[config.mk]
export PLATFORM = sky130hd
export DESIGN_NAME = dma_buffer_datapath
export DESIGN_NICKNAME = d
export VERILOG_FILES = /design/src/rtl/dma_buffer_datapath.sv
export SDC_FILE = /design/constraint.sdc
export NUM_CORES = 1
export LEC_CHECK = 0
export CAP_MARGIN = 25
export CORE_ASPECT_RATIO = 1.4
export CORE_MARGIN = 2
export CORE_UTILIZATION = 45
export DETAILED_ROUTE_END_ITERATION = 16
export PLACE_DENSITY = 0.7
export SYNTH_ARGS = -nofsm -noshare
export SYNTH_HDL_FRONTEND = slang
export SYNTH_SLANG_ARGS = --single-unit
[constraint.sdc]
create_clock -name clk -period 3 [get_ports clk]
set_input_delay 0.45 -clock clk [delete_from_list [all_inputs] [get_ports clk]]
set_output_delay 0.45 -clock clk [all_outputs]
set_load 0.05 [all_outputs]
[src/rtl/dma_buffer_datapath.sv]
// DMA buffer datapath with three independent blocks: a FIFO with pointer
// retry, a loadable register and a loadable wrapping counter.
module dma_buffer_datapath #(
  parameter int unsigned ADD_LEN         = 16,
  parameter int unsigned DATA_LEN        = 16,
  parameter int unsigned FIFO_DEPTH      = 5,
  parameter int unsigned FIFO_DIV_FACTOR = 3
) (
  input  logic                clk,
  input  logic                rst,
  input  logic                fifo_en,
  input  logic                fifo_wr_rd,
  input  logic                fifo_clr,
  input  logic                fifo_old_add_flag,
  input  logic [DATA_LEN-1:0] fifo_in,
  output logic [DATA_LEN-1:0] fifo_out,
  output logic                full,
  output logic                empty,
  output logic                empty_partial,
  input  logic                reg_en,
  input  logic                reg_clr,
  input  logic [ADD_LEN-1:0]  reg_in,
  output logic [ADD_LEN-1:0]  reg_out,
  input  logic                cnt_en,
  input  logic                cnt_load,
  input  logic                cnt_clr,
  input  logic [ADD_LEN-1:0]  cnt_in,
  output logic [ADD_LEN-1:0]  cnt,
  output logic                end_cnt
);

  localparam int unsigned OCC_W       = FIFO_DEPTH + 1;
  localparam int unsigned DEPTH_WORDS = 1 << FIFO_DEPTH;
  localparam int unsigned PART_WORDS  = 1 << (FIFO_DEPTH - FIFO_DIV_FACTOR);

  logic [DATA_LEN-1:0]   mem_q [DEPTH_WORDS];
  logic                  mem_we;

  logic [FIFO_DEPTH-1:0] wr_ptr_q, wr_ptr_d;
  logic [FIFO_DEPTH-1:0] rd_ptr_q, rd_ptr_d;
  logic [OCC_W-1:0]      occ_q, occ_d;
  logic [DATA_LEN-1:0]   fifo_out_q, fifo_out_d;
  logic                  flag_q, flag_d;
  logic [ADD_LEN-1:0]    reg_q, reg_d;
  logic [ADD_LEN-1:0]    cnt_q, cnt_d;
  logic                  retry;

  assign full          = (occ_q == OCC_W'(DEPTH_WORDS));
  assign empty         = (occ_q == '0);
  assign empty_partial = (occ_q <= OCC_W'(PART_WORDS));
  assign end_cnt       = &cnt_q;
  assign fifo_out      = fifo_out_q;
  assign reg_out       = reg_q;
  assign cnt           = cnt_q;

  // Retry acts only on the rising edge of the flag.
  assign retry = fifo_old_add_flag & ~flag_q;

  // FIFO next state: flush beats retry, retry beats normal access.
  always_comb begin
    wr_ptr_d   = wr_ptr_q;
    rd_ptr_d   = rd_ptr_q;
    occ_d      = occ_q;
    fifo_out_d = fifo_out_q;
    mem_we     = 1'b0;
    flag_d     = fifo_old_add_flag;
    if (fifo_clr) begin
      wr_ptr_d   = '0;
      rd_ptr_d   = '0;
      occ_d      = '0;
      fifo_out_d = '0;
    end else if (retry) begin
      if (fifo_wr_rd) begin
        if (!empty) begin
          wr_ptr_d = wr_ptr_q - FIFO_DEPTH'(1);
          occ_d    = occ_q - OCC_W'(1);
        end
      end else if (!full) begin
        rd_ptr_d = rd_ptr_q - FIFO_DEPTH'(1);
        occ_d    = occ_q + OCC_W'(1);
      end
    end else if (fifo_en) begin
      if (fifo_wr_rd) begin
        if (!full) begin
          mem_we   = 1'b1;
          wr_ptr_d = wr_ptr_q + FIFO_DEPTH'(1);
          occ_d    = occ_q + OCC_W'(1);
        end
      end else if (!empty) begin
        fifo_out_d = mem_q[rd_ptr_q];
        rd_ptr_d   = rd_ptr_q + FIFO_DEPTH'(1);
        occ_d      = occ_q - OCC_W'(1);
      end
    end
  end

  // Register and counter next state.
  always_comb begin
    reg_d = reg_q;
    cnt_d = cnt_q;
    if (reg_clr)     reg_d = '0;
    else if (reg_en) reg_d = reg_in;
    if (cnt_clr)       cnt_d = '0;
    else if (cnt_load) cnt_d = cnt_in;
    else if (cnt_en)   cnt_d = cnt_q + ADD_LEN'(1);
  end

  // Storage is not reset; occupancy alone defines valid contents.
  always_ff @(posedge clk) begin
    if (mem_we) mem_q[wr_ptr_q] <= fifo_in;
  end

  always_ff @(posedge clk or negedge rst) begin
    if (!rst) begin
      wr_ptr_q   <= '0;
      rd_ptr_q   <= '0;
      occ_q      <= '0;
      fifo_out_q <= '0;
      flag_q     <= 1'b0;
      reg_q      <= '0;
      cnt_q      <= '0;
    end else begin
      wr_ptr_q   <= wr_ptr_d;
      rd_ptr_q   <= rd_ptr_d;
      occ_q      <= occ_d;
      fifo_out_q <= fifo_out_d;
      flag_q     <= flag_d;
      reg_q      <= reg_d;
      cnt_q      <= cnt_d;
    end
  end

endmodule

* Yosys cells after proc, flatten, opt, wreduce, memory -nomap -nowiden
Memory sizes are Yosys's and may differ from the RTL's.
Cells that the tools add are included.
** Operators by class
- Add/subtract/negate cells :: 7
- Order comparisons :: 1
- Equal/unequal tests :: 8
- Mux-type cells :: 38
- Bitwise operators :: 2
- Reductions and logical operators :: 10
** Operator list (number)
- 16-bit two-way mux :: 10
- 5-bit two-way mux :: 14
- 6-bit two-way mux :: 7
- 16-bit by 1-bit adder with 16-bit output, second input constant :: 1
- 16-bit AND reduction :: 1
- 4-bit AND reduction :: 3
- 5-bit by 1-bit adder with 5-bit output, second input constant :: 2
- 5-bit by 1-bit subtractor with 5-bit output, second input constant :: 2
- 1-bit two-way mux :: 7
- 6-bit by 1-bit adder with 6-bit output, second input constant :: 1
- 6-bit equality test, second input constant :: 1
- 6-bit by 3-bit <= comparator with 1-bit output, second input constant :: 1
- 6-bit zero test :: 1
- 3-bit by 2-bit inequality test with 1-bit output, second input constant :: 2
- 3-bit inequality test, second input constant :: 2
- 2-bit nonzero test :: 3
- 3-bit nonzero test :: 2
- 6-bit by 1-bit subtractor with 6-bit output, second input constant :: 1
- 2-bit inequality test, second input constant :: 2
- 2-bit by 1-bit inequality test with 1-bit output, second input constant :: 1
- 1-bit AND :: 1
- 1-bit inverter :: 1
** Storage, ports and cells
- Register bits after elaboration :: 65
- Memory bits (writable) :: 512
- Bits of input ports :: 59
- Output and inout bits :: 52
- Memories kept :: 1
** Memories
- mem_q :: depth 32, width 16, read ports 1, clocked after memory_dff 0, wr ports 1, line 36 : logic [DATA_LEN-1:0] mem_q [DEPTH_WORDS];

* Depth between registers and ports, before layout
- Depth in word-level cells :: 8
- Gate-level depth with buffers :: 10
- Gate-level depth less buffers :: 8

* Least setup slack after synthesis
Ideal clock, no wire load.
- Kind :: flip-flop to flip-flop
- Start point :: register occ_q[0]
- End point :: memory mem_q[16][0], enable pin
- Arrival time :: 2.374 ns
- Setup slack :: 0.237 ns
- Stages on the path, launching flop included :: 8
- Path buffers :: 0
- Cell sequence :: dfrtp_1 > inv_1 > ha_1 > nor4b_4 > a2111oi_0 > and2b_1 > nand3b_1 > nor2_1
** On the way
- Word-level cells in the longest chain between the ends :: 8
** Ends and longest elaborated chain
- from (decl) :: line 41 : logic [OCC_W-1:0] occ_q, occ_d;
- from (signal assigned) :: line 117 : occ_q <= '0;
- from (signal assigned) :: line 125 : occ_q <= occ_d;
- 6-bit equality test :: line 48 : assign full = (occ_q == OCC_W'(DEPTH_WORDS));
- 1-bit two-way mux :: line 84 : if (!full) begin
- 1-bit two-way mux :: line 83 : if (fifo_wr_rd) begin
- 1-bit two-way mux :: line 82 : end else if (fifo_en) begin
- 1-bit two-way mux :: line 72 : end else if (retry) begin
- 1-bit two-way mux :: line 67 : if (fifo_clr) begin
- 1-bit two-way mux :: line 110 : if (mem_we) mem_q[wr_ptr_q] <= fifo_in;
- 1-bit two-way mux (not written as such) :: line 110
- to (decl) :: line 36
No other way between the ends.

* Final worst setup path
- Start point :: register occ_q[0]
- End point :: memory mem_q[18][10], enable pin
The elaborated chain is that of the path after synthesis.

==> impl_metrics.csv <==
group,metric,value,unit
drt,drt-initial-drc-count,1070,
critical_path,crit_required,3.28,ns
critical_path,cp-start-kind,"flip-flop",
power_and_ir_drop,p_sw,5.38,mW
floorplan,die-area,53600,um^2
synth,synth_edf_count,512,
timing,fmax,0.347,GHz
timing,tightest_slew,0.874,ns
floorplan,core,51100,um^2
synth,synth_xor_area_share,0.994,%
critical_path,cpPeakStageDelay,0.44,ns
timing,period_share,96.2,%
critical_path,rr_worst_depth,10,
floorplan,num_rows,98,
power_and_ir_drop,seqPwrFrac,46.6,%
synth,synth_compound_area_share,5.39,%
timing,finalSetupViolCount,0,
synth,netlist_area,23300,um^2
final_layout,nets,1605,
synth,synthFlopType,"edfxtp_1",
critical_path,path_max_fanout,8,
clock_tree,cts.htree.levels,2,
global_route,grt_first_pass_wirelength,82.2,mm
synth,yosys.area.top_type,"edfxtp_1",
synth,postSynth.asyncResetShare,11.3,%
synth,synth_top_family_by_area,"multiplexers",
outcome,status,"finished with violations",
timing,fin_ws,0.115,ns
clock_tree,cts.sinks,577,
power_and_ir_drop,switching_share,27.1,%
drt,firstDrtPassIters,5,
global_route,grt_overflow_total,0,
synth,avgSynthCellArea,17.6,um^2
global_route,antenna_found_initial,0,
critical_path,path_class,"reg -> reg",
synth,ys_seq_area_share,73.0,%
flow_run,maxCapViolCount,0,
timing,final_max_slew_viol_count,0,
drt,via_per_inst,5.80,
final_layout,final_area,27600,um^2
clock_tree,cts.repair.resized,0,
placement,dpl.cell_count,2131,
clock_tree,numCtsBuffers,51,
final_layout,area_growth,18.6,%
clock_tree,clkTransAtPathRegs,0.06,ns
clock_tree,clockBufferDepth,3,
critical_path,crit_path_end_kind,"flip-flop",
critical_path,cpMaxStageDelayCell,"a2111oi_1",
power_and_ir_drop,power.internal,14.4,mW
drt,wl,56.1,mm
power_and_ir_drop,p_leak,9.13,nW
final_layout,instances_no_fill,2227,
critical_path,cpMostUsedCell,"buf_4",
synth,yosysWarnings,0,
drt,drc,0,
clock_tree,cts_hold_buf,0,
synth,synth_area_leaders,"edfxtp_1 66%, dfrtp_1 7.0%, mux4_2 5.5%",
final_layout,final_cell_mix,"512 x edfxtp_1, 120 x mux2i_1, 106 x clkdlybuf4s50_1",
hold_path,hold_path.class,"in -> async",
synth,ys_seq_elements,577,
synth,syn_inst,1324,
synth,synth-simple-area-share,4.66,%
final_layout,final_common_cell,"edfxtp_1",
final_layout,drive_gt1_share,19.7,%
timing,fin_tns_setup,0,ns
power_and_ir_drop,p_per_area,718,nW/um^2
clock_tree,cts_tree,"built",
placement,dp_hpwl,37.2,mm
drt,wl_per_cell,25.2,um
synth,synthAdderAreaFrac,0.710,%
clock_tree,postCtsSetupBuffers,0,
critical_path,worstPathCellList,"inv_1 > ha_1 > nor4b_4 > a2111oi_1 > buf_4 > and2b_1 > buf_12 > nand3b_1 > nor2_1 > buf_4",
critical_path,crit_arrival,3.17,ns
placement,portBuffers,110,
placement,placed_cell_area,25800,um^2
floorplan,fp.dieW,196,um
power_and_ir_drop,pwr-share-comb,19.3,%
power_and_ir_drop,total_power,19.8,mW
timing,fin_hold_ws,-0.0128,ns
power_and_ir_drop,max-vdd-ir-drop,0.388,mV
floorplan,initial_core_util,45.5,%
clock_tree,clkLatencyLatePin,0.59,ns
timing,min_period,2.89,ns
drt,antenna_left,0,
placement,post-place-ws,0.122,ns
drt,vias,12900,
synth,synth_nets,1395,
global_route,grt_max_degree,66,
timing,hold_viol,9,
final_layout,n_antenna_cell,0,
synth,ys_types,68,
clock_tree,root_buffer,"clkbuf_16",
final_layout,finish.utilization,54.0,%
outcome,violations,"hold timing",
global_route,globalRouteTotalUtil,21.0,%
global_route,grt_pass1_vias,13300,
placement,place.gp.congestion,0.830,
power_and_ir_drop,pwr-share-clk,34.1,%
synth,muxShareOfSynthArea,13.1,%
synth,yosys.area.top_type_share,66.1,%
floorplan,die_h,273,um
timing,relSlewSlack,41.8,%
timing,finalClockSkew,0.0224,ns
floorplan,pin_count,111,
## routing by layer
| metal | up-vias | share of wire [%] | track usage (%) |
|---|---|---|---|
| li1 | 5692 | - | - |
| met1 | 6546 | 37 | 25.4 |
| met2 | 578 | 52 | 37.6 |
| met3 | 97 | 6.9 | 2.49 |
| met4 | 0 | 4.5 | 9.53 |
| met5 | - | 0 | 0 |
## worst max-delay path, delay by kind of cell (launching register included)
family	cells	cell delay (ns)
fa+ha+maj	1	0.24
buf+inv	4	0.68
simple gates	4	0.80
compound gates	1	0.44
flops	1	0.42
## state kept, by name, indices dropped and copies added (netlist names)
register / count
mem_q: 512
cnt: 16
fifo_out: 16
reg_out: 16
occ_q: 6
rd_ptr_q: 5
wr_ptr_q: 5
flag_q: 1
## kinds of logic after synthesis
| kind of cell | count (synthesis) |
|---|---|
| flip-flops | 577 |
| AND/OR/NAND/NOR | 222 |
| multiplexers | 218 |
| AO/OA/AOI/OAI | 184 |
| buffers and inverters | 87 |
| XOR/XNOR | 24 |
| adder cells (fa/ha/maj) | 12 |
## path summary, 6_finish.rpt
check	from	to	slack [ns]
setup / recovery	occ_q[0]$_DFFE_PN0N_	mem_q[18][10]$_DFFE_PP_	0.11
hold / removal	rst	cnt[5]$_DFFE_PN0P_	-0.01
setup reg to reg	occ_q[0]$_DFFE_PN0N_	mem_q[18][10]$_DFFE_PP_	0.11
hold reg to reg	fifo_out[0]$_DFFE_PN0P_	fifo_out[0]$_DFFE_PN0P_	0.49
max in group asynchronous	rst	rd_ptr_q[0]$_DFFE_PN0P_	2.36
min in group clk	fifo_old_add_flag	flag_q$_DFF_PN0_	0.34
## layout make-up
| class | instances | area, um^2 |
|---|---|---|
| Multi-Input combinational cell | 660 | 5790 |
| Timing Repair Buffer | 228 | 2180 |
| Inverter | 16 | 62.6 |
| Fill cell | 3894 | 23500 |
| Sequential cell | 577 | 17000 |
| Tap cell | 650 | 813 |
| Clock inverter | 34 | 394 |
| Clock buffer | 62 | 1360 |
## power by group through the flow
stage	combinational [mW]	sequential, mW	clock, mW
after CTS	3.82	9.22	6.85
final	3.83	9.23	6.76
after floorplan	2.46	9.43	0
after global routing	4.04	9.24	7.17
after detailed placement	3.81	9.40	0
after global placement	3.73	9.38	0
## cell usage after synthesis (all sizes together) (5+ instances only)
| library cell | instances |
|---|---|
| nand3b | 6 |
| nor2b | 5 |
| nor2 | 101 |
| a211oi | 7 |
| a21oi | 18 |
| nand2 | 38 |
| mux2 | 34 |
| o21bai | 6 |
| nand3 | 14 |
| dfrtp | 65 |
| nand2b | 5 |
| edfxtp | 512 |
| o31ai | 17 |
| nand4 | 7 |
| inv | 16 |
| nor3 | 7 |
| o22ai | 48 |
| a221oi | 18 |
| buf | 47 |
| and2 | 5 |
| o21ai | 38 |
| ha | 10 |
| xnor2 | 18 |
| nor4 | 17 |
| xor2 | 5 |
| clkbuf | 24 |
| a22o | 18 |
| mux2i | 120 |
| mux4 | 64 |
Note: power is estimated with default switching activity, not from simulation.
